`config.mk`:
```
export PLATFORM = sky130hd
export DESIGN_NAME = ifetch_queue_flat
export DESIGN_NICKNAME = d
export VERILOG_FILES = /design/src/rtl/ifetch_queue_if.sv /design/src/rtl/ifetch_queue.sv /design/src/flat_wrapper.sv
export SDC_FILE = /design/constraint.sdc
export NUM_CORES = 1
export LEC_CHECK = 0
export ABC_CLOCK_PERIOD_IN_PS = 3800
export BUFFER_PORTS_ARGS = -buffer_cell sky130_fd_sc_hd__clkbuf_2
export CORE_MARGIN = 1.5
export CORE_UTILIZATION = 63
export DETAILED_ROUTE_END_ITERATION = 16
export PLACE_DENSITY = 0.89
export SETUP_SLACK_MARGIN = 0.05
export SYNTH_ARGS = -nofsm -noshare
export SYNTH_HDL_FRONTEND = slang
export SYNTH_SLANG_ARGS = --single-unit
```
`constraint.sdc`:
```
create_clock -name clk -period 3.8 [get_ports clk]
set_input_delay 0.19 -clock clk [delete_from_list [all_inputs] [get_ports clk]]
set_output_delay 0.19 -clock clk [all_outputs]
set_load 0.01 [all_outputs]
```
`src/rtl/ifetch_queue_if.sv`:
```
// Fetch-queue bundle: redirect, instruction-memory port and consumer side.
// The slave modport is the queue; master is whoever drives it.
interface ifetch_queue_if;
   logic        flush;
   logic [14:0] flush_addr;
   logic        imem_rd;
   logic [14:0] imem_addr;
   logic [15:0] imem_data;
   logic        deq_req;
   logic        instr_valid;
   logic [15:0] instr_out;
   logic [14:0] instr_pc;
   logic [2:0]  cnt;

   modport slave (
      input  flush, flush_addr, imem_data, deq_req,
      output imem_rd, imem_addr, instr_valid, instr_out, instr_pc, cnt
   );

   modport master (
      output flush, flush_addr, imem_data, deq_req,
      input  imem_rd, imem_addr, instr_valid, instr_out, instr_pc, cnt
   );
endinterface

```
`src/rtl/ifetch_queue.sv`:
```
// Four-entry instruction prefetch queue with single-cycle-latency memory port.
// Reads are only issued when the returning word is guaranteed a free slot.
module ifetch_queue #(
   parameter logic [14:0] RESET_PC = 15'h0000
) (
   input logic            clk,
   input logic            rst,
   ifetch_queue_if.slave  bus_io
);

   logic [14:0] pc_q    [4];
   logic [15:0] instr_q [4];
   logic [1:0]  head_q, head_d, tail_q, tail_d;
   logic [2:0]  cnt_q, cnt_d;
   logic [14:0] fetch_pc_q, fetch_pc_d;
   logic [14:0] req_pc_q, req_pc_d;
   logic        inflight_q, inflight_d;

   logic [3:0]  occ;
   logic        rd, wr, pop;
   logic        unused_flush_addr_lsb;

   assign unused_flush_addr_lsb = bus_io.flush_addr[0];

   // Occupancy counts the outstanding read so the return always has a slot.
   assign occ = {1'b0, cnt_q} + {3'b000, inflight_q};
   assign rd  = rst && !bus_io.flush && (occ < 4'd4);
   assign wr  = inflight_q && !bus_io.flush;
   assign pop = bus_io.deq_req && (cnt_q != 3'd0) && !bus_io.flush;

   always_comb begin
      head_d     = head_q;
      tail_d     = tail_q;
      cnt_d      = cnt_q;
      fetch_pc_d = fetch_pc_q;
      req_pc_d   = req_pc_q;
      inflight_d = rd;
      if (bus_io.flush) begin
         head_d     = 2'd0;
         tail_d     = 2'd0;
         cnt_d      = 3'd0;
         fetch_pc_d = {bus_io.flush_addr[14:1], 1'b0};
      end else begin
         if (rd) begin
            fetch_pc_d = fetch_pc_q + 15'd2;
            req_pc_d   = fetch_pc_q;
         end
         if (wr) tail_d = tail_q + 2'd1;
         if (pop) head_d = head_q + 2'd1;
         unique case ({wr, pop})
            2'b10:   cnt_d = cnt_q + 3'd1;
            2'b01:   cnt_d = cnt_q - 3'd1;
            default: cnt_d = cnt_q;
         endcase
      end
   end

   always_ff @(posedge clk or negedge rst) begin
      if (!rst) begin
         head_q     <= 2'd0;
         tail_q     <= 2'd0;
         cnt_q      <= 3'd0;
         fetch_pc_q <= RESET_PC;
         req_pc_q   <= RESET_PC;
         inflight_q <= 1'b0;
      end else begin
         head_q     <= head_d;
         tail_q     <= tail_d;
         cnt_q      <= cnt_d;
         fetch_pc_q <= fetch_pc_d;
         req_pc_q   <= req_pc_d;
         inflight_q <= inflight_d;
      end
   end

   always_ff @(posedge clk or negedge rst) begin
      if (!rst) begin
         for (int i = 0; i < 4; i++) begin
            pc_q[i]    <= 15'd0;
            instr_q[i] <= 16'd0;
         end
      end else if (wr) begin
         pc_q[tail_q]    <= req_pc_q;
         instr_q[tail_q] <= bus_io.imem_data;
      end
   end

   assign bus_io.imem_rd     = rd;
   assign bus_io.imem_addr   = fetch_pc_q;
   assign bus_io.cnt         = cnt_q;
   assign bus_io.instr_valid = (cnt_q != 3'd0);
   assign bus_io.instr_out   = (cnt_q != 3'd0) ? instr_q[head_q] : 16'd0;
   assign bus_io.instr_pc    = (cnt_q != 3'd0) ? pc_q[head_q] : 15'd0;

endmodule

```
`src/flat_wrapper.sv`:
```
// flat-port wrapper written by rule: the top's interface ports become plain ports
module ifetch_queue_flat 
#(
   parameter logic [14:0] RESET_PC = 15'h0000
)
  (clk, rst, bus_io_flush, bus_io_flush_addr, bus_io_imem_data, bus_io_deq_req, bus_io_imem_rd, bus_io_imem_addr, bus_io_instr_valid, bus_io_instr_out, bus_io_instr_pc, bus_io_cnt);
  ifetch_queue_if bus_io_i ();
  input logic clk;
  input logic rst;
  input wire logic [$bits(bus_io_i.flush)-1:0] bus_io_flush;
  input wire logic [$bits(bus_io_i.flush_addr)-1:0] bus_io_flush_addr;
  input wire logic [$bits(bus_io_i.imem_data)-1:0] bus_io_imem_data;
  input wire logic [$bits(bus_io_i.deq_req)-1:0] bus_io_deq_req;
  output wire logic [$bits(bus_io_i.imem_rd)-1:0] bus_io_imem_rd;
  output wire logic [$bits(bus_io_i.imem_addr)-1:0] bus_io_imem_addr;
  output wire logic [$bits(bus_io_i.instr_valid)-1:0] bus_io_instr_valid;
  output wire logic [$bits(bus_io_i.instr_out)-1:0] bus_io_instr_out;
  output wire logic [$bits(bus_io_i.instr_pc)-1:0] bus_io_instr_pc;
  output wire logic [$bits(bus_io_i.cnt)-1:0] bus_io_cnt;
  assign bus_io_i.flush = bus_io_flush;
  assign bus_io_i.flush_addr = bus_io_flush_addr;
  assign bus_io_i.imem_data = bus_io_imem_data;
  assign bus_io_i.deq_req = bus_io_deq_req;
  assign bus_io_imem_rd = bus_io_i.imem_rd;
  assign bus_io_imem_addr = bus_io_i.imem_addr;
  assign bus_io_instr_valid = bus_io_i.instr_valid;
  assign bus_io_instr_out = bus_io_i.instr_out;
  assign bus_io_instr_pc = bus_io_i.instr_pc;
  assign bus_io_cnt = bus_io_i.cnt;
  ifetch_queue #(.RESET_PC(RESET_PC)) u_core (.clk(clk), .rst(rst), .bus_io(bus_io_i));
endmodule
```
# ---- Word level (Yosys, flattened, before mapping)
# Index checks and enable logic that the tools add are counted.
dict set report word_totals {
  input_bits 35
  regBits 162
  output_inout_bits 51
  elab_cells 64
}
dict set report classes {
  reduce_logical 13
  magnitude_cmp 4
  mux 22
  n_eq_ne 2
  bitwise_logic 3
  n_addsub 6
}
# op count
set op_table {}
lappend op_table {{$mux 15} 6}
lappend op_table {{$bwmux 64} 1}
lappend op_table {{$mux 16} 4}
lappend op_table {{$bwmux 60} 1}
lappend op_table {{$bmux 16 s2} 1}
lappend op_table {{$demux 16 s2} 1}
lappend op_table {{$bmux 15 s2} 1}
lappend op_table {{$demux 15 s2} 1}
lappend op_table {{$add 15x2->15 const B} 1}
lappend op_table {{$mux 2} 4}
lappend op_table {{$ge 3x3->1 const B} 2}
lappend op_table {{$logic_and 1x1->1} 6}
lappend op_table {{$not 2->3} 2}
lappend op_table {{$pmux 3 s2} 1}
lappend op_table {{$reduce_bool 2->1} 3}
lappend op_table {{$reduce_bool 3->1} 2}
lappend op_table {{$add 2x1->2 const B} 2}
lappend op_table {{$add 3x1->4} 1}
lappend op_table {{$lt 4x3->1 const B} 1}
lappend op_table {{$add 3x1->3 const B} 1}
lappend op_table {{$lt 3x1->1 const B} 1}
lappend op_table {{$mux 3} 1}
lappend op_table {{$sub 3x1->3 const B} 1}
lappend op_table {{$eq 2x1->1 const B} 1}
lappend op_table {{other kinds (4)} 4}

# ---- Longest topological paths before layout
# Gate-level depths: netlist (run 1).
dict set report depth {
  ltp_word 6
  depth_mapped 8
  ltp_nobuf 7
}

# ---- Worst setup path before layout (run 1)
# No wires, ideal clock.
dict set report synth_timing {
  path_type {reg2reg}
  start {register u_core.cnt_q[0] (netlist: u_core.bus_io.cnt[0])}
  end {register u_core.cnt_q[2] (netlist: u_core.bus_io.cnt[2])}
  setup_ps 132
  n_path_buf 0
  period_less_slack_ps 2048
  stages_incl_launch_ff 8
  arrival_ps 1916
  path_slack_ps 1752
  required_ps 3668
  path_cell_list {dfrtp_1 -> o31ai_4 -> nor3_1 -> fa_1 -> or2_2 -> mux2i_1 -> xnor2_1 -> nor2_1}
}
dict set report synth_between {
  elab_chain_cells 6
  elab_cells_between_ends 10
  cone_classes {add/sub (2); eq/ne (2); mux (2); reduce/logical (4)}
}
# item line_no
set synth_lines {}
lappend synth_lines {{start: declaration} ifetch_queue.sv:14} ;# logic [2:0] cnt_q, cnt_d;
lappend synth_lines {{start signal: assignment} ifetch_queue.sv:69} ;# cnt_q <= cnt_d;
lappend synth_lines {{$reduce_bool 3->1} ifetch_queue.sv:29} ;# assign pop = bus_io.deq_req && (cnt_q != 3'd0) && !bus_io.flush;
lappend synth_lines {{$logic_and 1x1->1 (2 in a row)} ifetch_queue.sv:29}
lappend synth_lines {{$eq 2x1->1 / $eq 2x2->1 (equally long branches)} ifetch_queue.sv:50} ;# unique case ({wr, pop})
lappend synth_lines {{$pmux 3 s2} ifetch_queue.sv:50}
lappend synth_lines {{$mux 3} ifetch_queue.sv:38} ;# if (bus_io.flush) begin
# Parallel ways exist; a longest one is shown, timed or not.
# A chain may end at the register's enable or synchronous reset.

# ---- Final worst setup path (run 1)
dict set report layout_timing {
  start {register u_core.head_q[0]}
  end {output bus_io_instr_pc[4]}
}
dict set report layout_between {
  elab_chain_cells 5
}
# item line_no
set layout_lines {}
lappend layout_lines {{start: declaration} ifetch_queue.sv:13} ;# logic [1:0] head_q, head_d, tail_q, tail_d;
lappend layout_lines {{start signal: assignment} ifetch_queue.sv:60} ;# head_q <= 2'd0;
lappend layout_lines {{start signal: assignment} ifetch_queue.sv:67} ;# head_q <= head_d;
lappend layout_lines {{$not 2->3 (not written as such)} ifetch_queue.sv:93} ;# assign bus_io.instr_pc = (cnt_q != 3'd0) ? pc_q[head_q] : 15'd0;
lappend layout_lines {{$bmux 15 s2} ifetch_queue.sv:93}
lappend layout_lines {{$mux 15 (not written as such) (2 in a row)} ifetch_queue.sv:93}
lappend layout_lines {{$mux 15} ifetch_queue.sv:93}
lappend layout_lines {{end: declaration} flat_wrapper.sv:18} ;# output wire logic [$bits(bus_io_i.instr_pc)-1:0] bus_io_instr_pc;
# No other way between the ends. The select of a mux whose other input is x is not followed.

==> results of run 1 <==
-- synth_stat cells (3+ instances only) --
| cell type | count |
|---|---|
| dfrtp_1 | 156 |
| mux2_2 | 121 |
| nand2_1 | 58 |
| and2_1 | 32 |
| mux4_2 | 30 |
| buf_2 | 19 |
| nand3_1 | 9 |
| nor2_1 | 9 |
| clkbuf_1 | 8 |
| inv_1 | 7 |
| o21ai_0 | 6 |
| ha_1 | 5 |
| nor3_1 | 5 |
| a22oi_1 | 4 |
| o311ai_0 | 4 |
| or4_1 | 4 |
| xnor2_1 | 4 |
| a21o_1 | 3 |
| buf_4 | 3 |
| mux2i_1 | 3 |
| nand4_1 | 3 |
| or3_1 | 3 |
-- where the power goes --
group	internal (mW)	switching, mW
Clock	1.13	0.658
Combinational	0.944	0.820
Sequential	2.12	0.396
-- cell type report --
cell class / count / area (um2)
clock inverters: 13 / 171
flip-flops and latches: 156 / 3910
repair buffers: 100 / 587
well taps: 140 / 175
clock buffers: 19 / 453
inverters: 7 / 26.3
multi-input cells: 327 / 3080
fillers: 643 / 2590
-- sequential cells by signal, indices dropped and copies added, names as in the netlist --
signal / count
u_core.instr_q: 64
u_core.pc_q: 56
u_core.bus_io.imem_addr: 14
u_core.req_pc_q: 14
u_core.bus_io.cnt: 3
u_core.head_q: 2
u_core.tail_q: 2
u_core.inflight_q: 1
-- metrics by stage --
step	utilization	area, um2	total power [mW]	cells	setup WS (ns)
6_report	0.765	8400	6.07	762	1.20
5_1_grt	0.765	8400	6.37	762	1.04
4_1_cts	0.762	8370	6.09	759	1.14
3_5_place_dp	0.699	7680	4.27	721	1.54
3_3_place_gp	0.699	7680	4.13	721	1.62
2_1_floorplan	-	7180	3.64	523	1.75
-- worst min-delay path: cells and delay by family --
family | cells | cell delay, ns
AO/OA/AOI/OAI | 1 | 0.08
buffers and inverters | 1 | 0.07
AND/OR/NAND/NOR | 1 | 0.04
-- layer usage --
layer | share of wire | vias to the layer above
met1 | 0.42 | 2450
met4 | 0.0077 | 0
met5 | 0 | -
met2 | 0.51 | 170
li1 | - | 2052
met3 | 0.060 | 12
-- logic make-up (layout without fill, tap and decap cells) --
kind of cell    count (synthesis)  count (layout)  synth area share
fa+ha+maj                       6               6            0.0115
xor+xnor                        6               6           0.00732
simple gates                  132             132            0.0914
other cells                     1               2          0.000523
compound gates                 27              27            0.0296
buf+inv                        40             139            0.0275
flops                         156             156             0.544
mux                           154             154             0.288
-- path summary, 6_finish.rpt --
path                                                        from  cells past startpoint                                endpoint
worst min register to register     u_core.instr_q[0]$_DFFE_PN0P_                      1           u_core.instr_q[0]$_DFFE_PN0P_
worst max register to register  u_core.bus_io.cnt[0]$_DFFE_PN0P_                      7        u_core.bus_io.cnt[2]$_DFFE_PN0P_
worst min-delay path                        bus_io_flush_addr[4]                      3  u_core.bus_io.imem_addr[4]$_DFFE_PN0P_
min in group asynchronous                                    rst                      3          u_core.instr_q[56]$_DFFE_PN0P_
max in group asynchronous                                    rst                      3          u_core.instr_q[63]$_DFFE_PN0P_
worst max-delay path                u_core.head_q[0]$_DFFE_PN0P_                      4                      bus_io_instr_pc[4]
-- what timing repair did --
item / 4_1_cts / 5_1_grt
hold endpoints to repair: 24 / 3
setup endpoints to repair: 0 / 0
hold buffers: 6 / 3
==> metrics.md, run 1 <==
| Metric | Value |
|---|---|
| Root Driver | `clkbuf_16` |
| Post-cts gate resize count | `0` |
| CTS tree | `yes` |
| Count of cell types in the netlist | `42` |
| IO buf count | `82` |
| Die width | `110 um` |
| Static Leak | `4.09 nW` |
| Setup bufs post-CTS | `0` |
| Worst slew margin | `0.213` |
| Count of final setup violators | `0` |
| M2 GR Usage | `0.477` |
| Vias per inst | `6.15` |
| WP data arrival | `2.41 ns` |
| Seq/Total Area, Yosys | `0.544` |
| Netlist Area Pre-Place | `7180 um2` |
| Prevailing post-synth register cell | `dfrtp_1` |
| Ports | `86` |
| Most Crowded Layer GR | `met2` |
| Largest net degree at the start of global routing | `157` |
| Clock latency on the worst-skew pair | `0.42 ns` |
| Post-route DRC violation count | `0` |
| Clock Skew | `0.00740 ns` |
| Rows | `38` |
| Die area | `12,000 um2` |
| ANT cells | `0` |
| CP Max Fanout | `24` |
| Peak VDD IR | `0.633 mV` |
| Vias in the first global route | `4,890` |
| Synth Area per Inst | `13.7 um2` |
| Reg2Reg Setup Slack | `1.58 ns` |
| EDFF count, synth | `0` |
| Crit path cell chain | `buf_4 > mux4_2 > and2_1 > clkbuf_2` |
| Commonest cells after routing, fill and taps aside | `155 x dfrtp_1, 121 x mux2_2, 81 x clkbuf_2, 58 x nand2_1, 32 x and2_1` |
| Ys Warns | `0` |
| DR pass1 iterations | `4` |
| Worst setup SP type | `register` |
| Synth Instances | `522` |
| Fraction of layout cells with a size suffix above 1 | `0.450` |
| Post-synth top area share | `0.544` |
| Routed Antenna Nets | `0` |
| Max-slew violations | `0` |
| Total GRT Usage | `0.286` |
| Initial Utilization | `0.653` |
| Initial antenna violation count | `0` |
| DP Wirelength | `9330 um` |
| Longest Clk Path Bufs | `2` |
| Gr ovfl total | `0` |
| Pwr/cell area | `723 nW/um2` |
| Core footprint | `11,000 um2` |
| Async SR Flop Fraction | `1.00` |
| RSZ-0062 raised after global routing | `false` |
| Max incr delay on CP | `0.57 ns` |
| DR vias | `4,684` |
| Max-cap violations | `0` |
| #FFs+latches synth | `156` |
| GPL Wtd Cong | `0.856` |
| Crit path max-delay family | `buffers and inverters` |
| Global Route met1 Usage | `0.372` |
| Met3 Usage GRT | `0.0854` |
| HP Class | `input port to register` |
| Final Hold Slack | `0.0152 ns` |
| CP endpoint kind | `output pin` |
| H-tree Lvls | `4` |
| Initial DRC Count | `306` |
| Slowest stage cell on the critical path | `mux4_2` |
| Synthesis-to-finish area growth | `17.0%` |
| Sum Neg Setup Slack | `0 ns` |
| Max frequency | `385 MHz` |
| Global-route wire length before repair | `25,300 um` |
| Total CTS buffers | `17` |
| Fin nets | `650` |
| Crit path buf inv count | `2` |
| CTS Sinks | `156` |
| Die Span Y | `110 um` |
| Largest cells by area after synthesis | `dfrtp_1 54%, mux2_2 19%, mux4_2 9.4%` |
| Leading cell type in the layout, fill and taps excluded | `dfrtp_1` |
| Worst-Margin Slew | `1.18 ns` |
| Final hold vios | `0` |
| Req. time, crit path | `3.61 ns` |
| Final Critical Period | `2.60 ns` |
| CP Class | `register to output pin` |
| Final WL | `15,600 um` |
| Clock transition at path regs | `0.06 ns` |
| Run status | `completed` |
| Area leader, netlist | `dfrtp_1` |
| Final Cycle Share | `0.684` |
| Wire per inst | `20.5 um` |
No activity file was read; power rests on OpenSTA's default activity.
==> inputs of run 2 (changes only) <==
- ABC_CLOCK_PERIOD_IN_PS: 3800 -> 2300
- CORE_UTILIZATION: 63 -> 53
- PLACE_DENSITY: 0.89 -> 0.81
- clock period: 3.8 -> 2.3 ns (I/O delays scaled with it)
==> metrics.md, run 2 (synthesized netlist as in run 1, its figures left out) <==
| Metric | Value |
|---|---|
| CTS Sinks | `156 (unchanged)` |
| Synthesis-to-finish area growth | `22.1% (was 17.0%)` |
| Hold_buf cts | `30 (was 6)` |
| Post-DP Area | `7820 um2 (was 7680 um2)` |
| Core footprint | `13,200 um2 (was 11,000 um2)` |
| Final Critical Period | `2.07 ns` |
| Post-route cell area | `8760 um2 (was 8400 um2)` |
| WP depth | `4 (unchanged)` |
| Vias in the first global route | `5,057 (was 4,890)` |
| Initial DRC Count | `354 (was 306)` |
| Worst setup SP type | `register (unchanged)` |
| Clock Skew | `0.00554 ns (was 0.00740 ns)` |
| Worst-Margin Slew | `0.753 ns (was 1.18 ns)` |
| ANT cells | `0 (unchanged)` |
| Clock latency on the worst-skew pair | `0.42 ns (about the same)` |
| CP endpoint kind | `output pin (unchanged)` |
| Peak VDD IR | `0.958 mV (was 0.633 mV)` |
| Die width | `119 um (was 110 um)` |
| DP Wirelength | `9080 um (was 9330 um)` |
| Gr ovfl total | `0 (unchanged)` |
| Max-slew violations | `0 (unchanged)` |
| WP data arrival | `1.96 ns (was 2.41 ns)` |
| Initial Utilization | `0.542 (was 0.653)` |
| Fin nets | `676 (was 650)` |
| Pwr/cell area | `1150 nW/um2 (was 723 nW/um2)` |
| Commonest cells after routing, fill and taps aside | `155 x dfrtp_1, 121 x mux2_2, 81 x clkbuf_2, 58 x nand2_1, 32 x and2_1 (unchanged)` |
| Fill count | `920 (was 643)` |
| Die Span Y | `119 um (was 110 um)` |
| IO buf count | `82 (unchanged)` |
| Crit path max-delay family | `multiplexers (was buffers and inverters)` |
| Max frequency | `482 MHz` |
| CTS tree | `yes (unchanged)` |
| H-tree Lvls | `4 (unchanged)` |
| Final hold vios | `0 (unchanged)` |
| Req. time, crit path | `2.18 ns (was 3.61 ns)` |
| Slowest stage cell on the critical path | `mux4_2 (unchanged)` |
| Vias per inst | `5.68 (was 6.15)` |
| Static Leak | `4.21 nW (was 4.09 nW)` |
| Count of final setup violators | `0 (unchanged)` |
| Wire per inst | `18.5 um (was 20.5 um)` |
| Global-route wire length before repair | `25,400 um (was 25,300 um)` |
| Fraction of layout cells with a size suffix above 1 | `0.438 (was 0.450)` |
| Crit path cell chain | `buf_12 > mux4_2 > and2_1 > clkbuf_2 (was buf_4 > mux4_2 > and2_1 > clkbuf_2)` |
| Largest register FFs | `64 (unchanged)` |
| Final WL | `15,200 um (was 15,600 um)` |
| Run status | `completed (unchanged)` |
| Clock transition at path regs | `0.06 ns (about the same)` |
| Worst slew margin | `0.498 (was 0.213)` |
| CP Class | `register to output pin (unchanged)` |
| Largest net degree at the start of global routing | `143 (was 157)` |
| Routed Antenna Nets | `0 (unchanged)` |
| Total CTS buffers | `17 (unchanged)` |
| Die area | `14,200 um2 (was 12,000 um2)` |
| Root Driver | `clkbuf_16 (unchanged)` |
| R2R depth | `7 (unchanged)` |
| Hold Path Stages | `2 (was 3)` |
| Leading registers by flop count | `u_core.instr_q (64), u_core.pc_q (56) (unchanged)` |
| Max-cap violations | `0 (unchanged)` |
| RSZ-0062 raised after global routing | `false (unchanged)` |
| GPL Wtd Cong | `0.910 (was 0.856)` |
| Post-route DRC violation count | `0 (unchanged)` |
| CP Max Fanout | `32 (was 24)` |
| Rows | `42 (was 38)` |
| Max incr delay on CP | `0.54 ns (was 0.57 ns)` |
| Total power | `10.1 mW (was 6.07 mW)` |
| Crit path buf inv count | `2 (unchanged)` |
| Initial antenna violation count | `0 (unchanged)` |
| Final Cycle Share | `0.901` |
| DR vias | `4,678 (was 4,684)` |
| HP Class | `input port to register (unchanged)` |
| Leading cell type in the layout, fill and taps excluded | `dfrtp_1 (unchanged)` |
| Setup bufs post-CTS | `0 (unchanged)` |
| Largest Register | `u_core.instr_q (unchanged)` |
| Sum Neg Setup Slack | `0 ns (unchanged)` |
| Total GRT Usage | `0.231 (was 0.286)` |
| Post-cts gate resize count | `0 (unchanged)` |
| Longest Clk Path Bufs | `2 (unchanged)` |
| DR pass1 iterations | `5 (was 4)` |
| Ports | `86 (unchanged)` |
[run 2: cell types whose count changed in the layout (fill, tap and decap cells not counted)]
cell / before / now
clkbuf_1: 0 / 1
clkinvlp_4: 1 / 3
clkbuf_8: 2 / 4
clkinv_2: 7 / 2
dlygate4sd3_1: 9 / 30
buf_4: 8 / 9
buf_12: 1 / 5
[run 2: through the flow]
step	hold slack [ns]	util	std cells	setup WS [ns]
final	0.0142	0.662	824	0.227
after global routing	0.0357	0.662	824	0.142
after CTS	0.00517	0.662	824	0.214
after detailed placement	-0.0387	0.590	762	0.290
after global placement	-0.0410	0.590	762	0.334
after floorplan	-0.181	-	523	0.252
[run 2: where the power goes]
part | internal [mW] | switching, mW | total (mW)
sequential | 3.51 | 0.593 | 4.10
combinational | 1.65 | 1.37 | 3.02
clock | 1.93 | 1.07 | 3.00
total | 7.09 | 3.03 | 10.1
[run 2: final timing paths]
path                                             startpoint                                     end  slack (ns)
setup / recovery               u_core.head_q[0]$_DFFE_PN0P_                      bus_io_instr_pc[3]        0.23
hold / removal                                 bus_io_flush        u_core.bus_io.cnt[2]$_DFFE_PN0P_        0.01
setup reg to reg           u_core.bus_io.cnt[0]$_DFFE_PN0P_        u_core.bus_io.cnt[2]$_DFFE_PN0P_        0.29
hold reg to reg              u_core.instr_q[17]$_DFFE_PN0P_          u_core.instr_q[17]$_DFFE_PN0P_        0.50
max in group asynchronous                               rst          u_core.req_pc_q[6]$_DFFE_PN0P_        1.23
min in group asynchronous                               rst  u_core.bus_io.imem_addr[1]$_DFFE_PN0P_        0.09
[run 2: worst reg2reg max path: stages, from the launching register on]
cell and delay, ns:
dfrtp_1 0.49, o31ai_4 0.29, nor3_1 0.09, fa_1 0.39
or2_2 0.30, mux2i_1 0.16, xnor2_1 0.14, nor2_1 0.05
[run 2: final cells by class]
cell class | count | area (um2) | share of cell area
sequential | 156 | 3910 | 0.446
multi-input combinational | 327 | 3080 | 0.351
timing repair buffer | 126 | 885 | 0.101
clock buffer | 22 | 484 | 0.0553
tap | 176 | 220 | 0.0251
clock inverter | 10 | 161 | 0.0184
inverter | 7 | 26.3 | 0.00300
[run 2: per-layer routing]
layer / part of all wire / vias to the layer above / track usage
met5: 0 / - / 0
met4: 0.014 / 0 / 0.0856
met3: 0.041 / 18 / 0.0469
met2: 0.50 / 129 / 0.382
met1: 0.44 / 2425 / 0.305
li1: - / 2106 / -
==> inputs of run 3 (changes only) <==
- PLACE_DENSITY: 0.81 -> default
- PLACE_DENSITY_LB_ADDON: default -> 0.3
- TNS_END_PERCENT: default -> 10
==> metrics.md, run 3 (synthesized netlist as in run 1, its figures left out) <==
| Metric | Value |
|---|---|
| Final Hold Slack | `0.0110 ns (was 0.0142 ns)` |
| CTS Sinks | `156 (unchanged)` |
| Fin nets | `674 (was 676)` |
| Clock Skew | `0.00701 ns (was 0.00554 ns)` |
| Final setup margin | `0.155 ns (was 0.227 ns)` |
| Leading registers by flop count | `u_core.instr_q (64), u_core.pc_q (56) (unchanged)` |
| CP Class | `register to output pin (unchanged)` |
| Die Span Y | `119 um (unchanged)` |
| CTS tree | `yes (unchanged)` |
| Clock transition at path regs | `0.06 ns (about the same)` |
| Die area | `14,200 um2 (unchanged)` |
| Fill count | `959 (was 920)` |
| Commonest cells after routing, fill and taps aside | `155 x dfrtp_1, 121 x mux2_2, 81 x clkbuf_2, 58 x nand2_1, 32 x and2_1 (unchanged)` |
| DR vias | `4,611 (was 4,678)` |
| Vias in the first global route | `4,768 (was 5,057)` |
| Sum Neg Setup Slack | `0 ns (unchanged)` |
| Logic pwr share | `0.310 (was 0.298)` |
| Global-route wire length before repair | `24,200 um (was 25,400 um)` |
| Final Cycle Share | `0.933 (was 0.901)` |
| WP data arrival | `2.03 ns (was 1.96 ns)` |
| Clock share of power | `0.279 (was 0.296)` |
| CP endpoint kind | `output pin (unchanged)` |
| Post-route cell area | `8720 um2 (was 8760 um2)` |
| Vias per inst | `5.62 (was 5.68)` |
| Total CTS buffers | `17 (unchanged)` |
| Synthesis-to-finish area growth | `21.6% (was 22.1%)` |
| Gr ovfl total | `0 (unchanged)` |
| Routed Antenna Nets | `0 (unchanged)` |
| Root Driver | `clkbuf_16 (unchanged)` |
| Final WL | `14,900 um (was 15,200 um)` |
| Post-route DRC violation count | `0 (unchanged)` |
| Final Util | `0.659 (was 0.662)` |
| Switching share of power | `0.302 (was 0.300)` |
| Max frequency | `466 MHz (was 482 MHz)` |
| GPL Wtd Cong | `0.804 (was 0.910)` |
| Psw | `3.01 mW (was 3.03 mW)` |
| Pwr/cell area | `1140 nW/um2 (was 1150 nW/um2)` |
| Final Critical Period | `2.15 ns (was 2.07 ns)` |
| Clock latency on the worst-skew pair | `0.42 ns (about the same)` |
| Largest Register | `u_core.instr_q (unchanged)` |
| Max-slew violations | `0 (unchanged)` |
| Wire per inst | `18.2 um (was 18.5 um)` |
| Setup bufs post-CTS | `0 (unchanged)` |
| Initial antenna violation count | `0 (unchanged)` |
| Pre-CTS setup slack | `0.239 ns (was 0.290 ns)` |
| Worst setup SP type | `register (unchanged)` |
| Core footprint | `13,200 um2 (unchanged)` |
| Post-DP Area | `7840 um2 (was 7820 um2)` |
| ANT cells | `0 (unchanged)` |
| Final hold vios | `0 (unchanged)` |
| Run status | `completed (unchanged)` |
| Internal | `6.97 mW (was 7.09 mW)` |
| Worst-Margin Slew | `0.780 ns (was 0.753 ns)` |
| Leading cell type in the layout, fill and taps excluded | `dfrtp_1 (unchanged)` |
| Fraction of layout cells with a size suffix above 1 | `0.433 (was 0.438)` |
| DR pass1 iterations | `4 (was 5)` |
| Largest register FFs | `64 (unchanged)` |
| Initial DRC Count | `328 (was 354)` |
| Longest Clk Path Bufs | `2 (unchanged)` |
| HP Class | `input port to register (unchanged)` |
| Ports | `86 (unchanged)` |
| Peak VDD IR | `0.651 mV (was 0.958 mV)` |
| Largest net degree at the start of global routing | `155 (was 143)` |
| Static Leak | `4.20 nW (was 4.21 nW)` |
| Rows | `42 (unchanged)` |
| Total GRT Usage | `0.222 (was 0.231)` |
| DP Wirelength | `9040 um (was 9080 um)` |
| Die width | `119 um (unchanged)` |
| RSZ-0062 raised after global routing | `false (unchanged)` |
| IO buf count | `82 (unchanged)` |
| Initial Utilization | `0.542 (unchanged)` |
| Max-cap violations | `0 (unchanged)` |
| H-tree Lvls | `4 (unchanged)` |
| Sequential Power Share | `0.411 (was 0.406)` |
| Worst slew margin | `0.480 (was 0.498)` |
| Count of final setup violators | `0 (unchanged)` |
| Req. time, crit path | `2.18 ns (about the same)` |
| CP Max Fanout | `28 (was 32)` |
-- run 3: routing by layer --
metal | vias to the layer above | GRT usage | routed length (um)
li1 | 2090 | - | -
met1 | 2397 | 0.301 | 6690
met2 | 109 | 0.362 | 7490
met3 | 15 | 0.0479 | 564
met4 | 0 | 0.0714 | 150
met5 | - | 0 | 0
-- run 3: critical path, stage by stage (launching register included) --
cell and delay, ns:
dfrtp_2 0.45, buf_12 0.27, mux4_2 0.56, and2_1 0.19, clkbuf_2 0.12
-- run 3: area by class of cell --
class | instances | area, um2 | area share
Inverter | 7 | 26.3 | 0.00301
Tap cell | 176 | 220 | 0.0252
Timing Repair Buffer | 124 | 907 | 0.104
Sequential cell | 156 | 3910 | 0.448
Clock inverter | 8 | 118 | 0.0135
Multi-Input combinational cell | 327 | 3080 | 0.354
Clock buffer | 22 | 464 | 0.0532
-- run 3: final timing paths --
path	end	slack (ns)	cells after the start	from
worst max register to register	u_core.bus_io.cnt[2]$_DFFE_PN0P_	0.24	7	u_core.bus_io.cnt[0]$_DFFE_PN0P_
worst max-delay path	bus_io_instr_pc[2]	0.15	4	u_core.head_q[0]$_DFFE_PN0P_
worst min-delay path	u_core.bus_io.cnt[2]$_DFFE_PN0P_	0.01	2	bus_io_flush
max in group asynchronous	u_core.head_q[0]$_DFFE_PN0P_	1.19	3	rst
min in group asynchronous	u_core.bus_io.cnt[2]$_DFFE_PN0P_	0.12	2	rst
worst min register to register	u_core.pc_q[8]$_DFFE_PN0P_	0.50	1	u_core.pc_q[8]$_DFFE_PN0P_
-- run 3: repair_timing --
action                                 4_1_cts  5_1_grt
setup endpoints to repair                    0        3
resized for setup                            0        1
hold buffers                                30        0
endpoints found under the hold margin      233        0
-- run 3: metrics by stage --
| step | std cells | power, mW |
|---|---|---|
| after global routing | 820 | 10.5 |
| after detailed placement | 760 | 7.18 |
| after floorplan | 523 | 6.01 |
| after CTS | 820 | 10.0 |
| final | 820 | 9.98 |
| after global placement | 760 | 7.01 |
-- run 3: power groups by stage --
| stage | Sequential, mW | Combinational (mW) | Clock, mW |
|---|---|---|---|
| after detailed placement | 4.12 | 3.06 | 0 |
| after floorplan | 3.94 | 2.07 | 0 |
| after global routing | 4.20 | 3.36 | 2.95 |
| final | 4.10 | 3.10 | 2.78 |
| after CTS | 4.09 | 3.12 | 2.82 |
| after global placement | 4.04 | 2.98 | 0 |
